## src/rtl/data_mem_arbiter.sv

```systemverilog
// Two-port data memory arbiter: IDLE -> ACCESS -> DONE per transaction, registered memory drive.
// Define DMEM_ARB_ROUND_ROBIN_EN for round-robin tie breaking; otherwise port 0 has fixed priority.
module data_mem_arbiter #(
  parameter int ADDR_W = 11,
  parameter int DATA_W = 32
) (
  input  logic              clk,
  input  logic              rst_n,
  input  logic              req0,
  input  logic              req1,
  input  logic              we0,
  input  logic              we1,
  input  logic [ADDR_W-1:0] addr0,
  input  logic [ADDR_W-1:0] addr1,
  input  logic [DATA_W-1:0] wdata0,
  input  logic [DATA_W-1:0] wdata1,
  output logic              ack0,
  output logic              ack1,
  output logic [DATA_W-1:0] rdata,
  output logic [ADDR_W-1:0] mem_addr,
  output logic [DATA_W-1:0] mem_wdata,
  output logic              mem_write,
  output logic              mem_read,
  input  logic [DATA_W-1:0] mem_rdata,
  output logic              busy
);

  typedef enum logic [1:0] {IDLE, ACCESS, DONE} state_t;

  state_t state, nextState;
  logic   grantSel;  // 0 = port 0, 1 = port 1; meaningful only while a request is present
  logic   winner;
  logic   anyReq;

  assign anyReq = req0 | req1;
  assign busy   = (state != IDLE);

`ifdef DMEM_ARB_ROUND_ROBIN_EN
  logic prio1;  // 1 = port 1 wins the next tie

  always_comb begin
    grantSel = req1;
    if (req0 && req1) grantSel = prio1;
  end

  always_ff @(posedge clk) begin
    if (!rst_n) prio1 <= 1'b0;
    else if (state == IDLE && anyReq) prio1 <= ~grantSel;
  end
`else
  always_comb grantSel = ~req0;
`endif

  always_ff @(posedge clk) begin
    if (!rst_n) state <= IDLE;
    else        state <= nextState;
  end

  always_comb begin
    nextState = state;
    case (state)
      IDLE:    if (anyReq) nextState = ACCESS;
      ACCESS:  nextState = DONE;
      DONE:    nextState = IDLE;
      default: nextState = IDLE;
    endcase
  end

  // Strobes and acks are registered so they are clean for a full cycle;
  // mem_addr/mem_wdata only change on a grant, so they never follow the other port.
  always_ff @(posedge clk) begin
    if (!rst_n) begin
      winner    <= 1'b0;
      ack0      <= 1'b0;
      ack1      <= 1'b0;
      rdata     <= '0;
      mem_addr  <= '0;
      mem_wdata <= '0;
      mem_write <= 1'b0;
      mem_read  <= 1'b0;
    end else begin
      ack0 <= 1'b0;
      ack1 <= 1'b0;
      case (state)
        IDLE: begin
          if (anyReq) begin
            winner    <= grantSel;
            mem_addr  <= grantSel ? addr1  : addr0;
            mem_wdata <= grantSel ? wdata1 : wdata0;
            mem_write <= grantSel ? we1    : we0;
            mem_read  <= grantSel ? ~we1   : ~we0;
          end
        end
        ACCESS: begin
          if (mem_read) rdata <= mem_rdata;
          mem_read  <= 1'b0;
          mem_write <= 1'b0;
          ack0      <= ~winner;
          ack1      <= winner;
        end
        default: ;
      endcase
    end
  end

endmodule

```

## config.mk

```make
export PLATFORM = sky130hd
export DESIGN_NAME = data_mem_arbiter
export DESIGN_NICKNAME = d
export VERILOG_FILES = /design/src/rtl/data_mem_arbiter.sv
export SDC_FILE = /design/constraint.sdc
export NUM_CORES = 1
export LEC_CHECK = 0
export ABC_AREA = 1
export CORE_UTILIZATION = 38
export DETAILED_ROUTE_END_ITERATION = 8
export PLACE_DENSITY = 0.9
export SLEW_MARGIN = 10
export SYNTH_ARGS = -nofsm -noshare
export SYNTH_HDL_FRONTEND = slang
export SYNTH_SLANG_ARGS = --single-unit
```

## constraint.sdc

```tcl
create_clock -name clk -period 1.29 [get_ports clk]
set_input_delay 0.1935 -clock clk [delete_from_list [all_inputs] [get_ports clk]]
set_output_delay 0.1935 -clock clk [all_outputs]
set_load 0.05 [all_outputs]
```

==> results.toml <==
[floorplanning]
coreArea_sq_um = 8720
start_util_pct = 39.1
die_w_microns = 96.7
num_rows = 34
die_area_sq_um = 9360
die_h_microns = 96.7
ios = 204

[sta]
fin_skew_ps = 13.9
hold_viol = 0
fin_crit_sh_pct = 95.7
slew_headroom_pct = 82.7
max_clock_freq_ghz = 0.810
worst_slack_ps = 55.5
setup-violations-final = 0
maxSlewViolCount = 0
period_needed_ps = 1230
tightest_slew_ps = 260
grt_setup_unrepaired = "false"

[synthesis]
synthesis.area_sq_um = 3410
synth-xor-area-share_pct = 0
syn_nets = 625
synth_adder_area_share_pct = 0
synth_compound_area_share_pct = 11.9
synth_top_family_by_area = "simple AND/OR/NAND/NOR gates"
synthMuxAreaShare_pct = 0
syn_inst = 501
avgSynthCellArea_sq_um = 6.81
synthSimpleGateAreaFrac_pct = 33.7
synth_warnings = 0
synth_seq_cells = 82
yosysSeqAreaShare_pct = 48.1
synth_cell_types = 18

[global_routing]
overflow = 0
first_global_vias = 3849
grt_pass1_wl_mm = 18.2
grt_usage_pct = 23.8
grt_max_degree = 36
grt_antenna_before_repair = 0

[cts]
cts-root-buf = "clkbuf_8"
cts_tree = "done"
postCtsSetupBuffers = 0
cts-hold-fix-buffers = 0
clock_latency_ps = 350
clock_sinks = 82
cts_buffer_depth = 2
numCtsBuffers = 9
cts_max_level = 3
path_clk_slew_ps = 80

[routing]
wl_per_cell_microns = 13.7
routed_wl_mm = 11.1
ant_nets = 0
drt_iter0_markers = 115
vias_per_cell = 4.73
num_vias = 3834
drt_drc_violations_left = 0
drtPass1Iterations = 6

[critical_path]
crit_type = "register to output pin"
crit_path_start = "state[1]"
cp-end-kind = "output pin"
rr_worst_depth = 7
cp.arrival_ps = 1040
crit_required_ps = 1100
timing.rr.end = "rdata[0]"
worst-r2r-setup-slack_ps = 110
crit_end = "busy"
crit_fanout = 3
worstSetupStartpointType = "register"
r2r-start = "state[1]"

[placed_design]
hpwl_mm = 8.64
place.gp.congestion = 0.789
dp_slack_ps = -139
placed_cell_area_sq_um = 6390
io_buffers = 203

[flow_run]
maxCapViolations = 0

[hold_path]
hold_class = "input port to register"

[finish]
postLayoutCellArea_sq_um = 6610
diodes = 0
synthToLayoutAreaGrowth_pct = 93.7
final_net_count = 821
drive_above_1_share_pct = 17.2

[power_and_ir_drop]
ir_drop_uv = 559
p_leak_nw = 2.96
powerDensity_nw_per_um2 = 1130

[outcome]
status = "completed"
[cell families (layout without fill, tap and decap cells)]
| kind of cell | after synthesis | in the layout |
|---|---|---|
| DFF | 82 | 82 |
| buffers and inverters | 40 | 241 |
| AOI/OAI and AO/OA | 79 | 79 |
| and+or+nand+nor | 300 | 300 |
[cells in the mapped netlist (all sizes together)]
library cell | instances | share of area, %
a21oi | 2 | 0.29
buf | 22 | 4.1
clkbuf | 9 | 1.1
dfxtp | 82 | 48
inv | 9 | 0.99
nand2 | 139 | 15
nor2 | 159 | 18
nor3 | 1 | 0.15
nor3b | 1 | 0.22
o21ai | 77 | 12
[area by class of cell]
class                      count  area [sq um]
clock buffer                  10           138
clock inverter                 6          72.6
fill                         621          2120
inverter                       9          33.8
multi-input combinational    379          1560
sequential                    82          1640
tap                          108           135
timing repair buffer         216          3020
[critical path, cell delays in order (launching register included)]
cell     delay (ps)
dfxtp_1         360
inv_2            70
nand2_2         120
buf_12          150
[worst min-delay path by stage]
| stage | from | to | slack (ps) | cells past startpoint |
|---|---|---|---|---|
| 2_1_floorplan | mem_rdata[2] | rdata[2] | 330 | 2 |
| 3_3_place_gp | winner | ack0 | 450 | 1 |
| 3_5_place_dp | winner | ack0 | 460 | 1 |
| 4_1_cts | rst_n | mem_write | 200 | 3 |
| 5_1_grt | rst_n | mem_wdata[5] | 220 | 3 |
| 6_report | rst_n | mem_write | 210 | 3 |
[power breakdown]
part / total, W / switching [W] / internal, W
sequential: 0.00295 / 0.000213 / 0.00274
clock: 0.00195 / 0.000981 / 0.000968
combinational: 0.00258 / 0.00128 / 0.00130
[routing by layer]
layer / GRT usage (%) / vias up / wire length [microns]
met4: 9.99 / 0 / 340
met1: 25.6 / 1705 / 4360
li1: - / 1953 / -
met5: 0 / - / 0
met2: 43.3 / 149 / 5650
met3: 6.86 / 27 / 761
[registers in the layout, indices dropped and copies added (netlist names)]
name	cells
rdata	32
state	2
ack0	1
mem_write	1
mem_wdata	32
mem_read	1
ack1	1
winner	1
mem_addr	11
[repair_timing]
action,in CTS,in global routing
pin swaps,0,0
endpoints found under the setup margin,1,10
cloned,0,0
resized for setup,1,1
[per-stage QoR]
step | hold WS [ps] | std cells | TNS (ps) | power [W] | util (%)
final | 212 | 810 | 0 | 0.00748 | 75.7
after floorplan | 328 | 501 | 0 | 0.00410 | -
after CTS | 200 | 810 | 0 | 0.00755 | 75.7
after global placement | 448 | 794 | -1810 | 0.00553 | 73.3
after global routing | 220 | 810 | 0 | 0.00779 | 75.7
after detailed placement | 460 | 794 | -3530 | 0.00560 | 73.3
[layout by cell type (no fill, tap or decap), types with 3 or more instances in the layout]
| cell type | instances |
|---|---|
| clkdlybuf4s50_1 | 121 |
| nand2_1 | 137 |
| o21ai_0 | 65 |
| o21ai_1 | 11 |
| inv_1 | 6 |
| dfxtp_1 | 80 |
| inv_2 | 3 |
| clkbuf_8 | 10 |
| buf_4 | 4 |
| nor2_1 | 157 |
| buf_12 | 88 |
(Power assumes the default switching activity.)
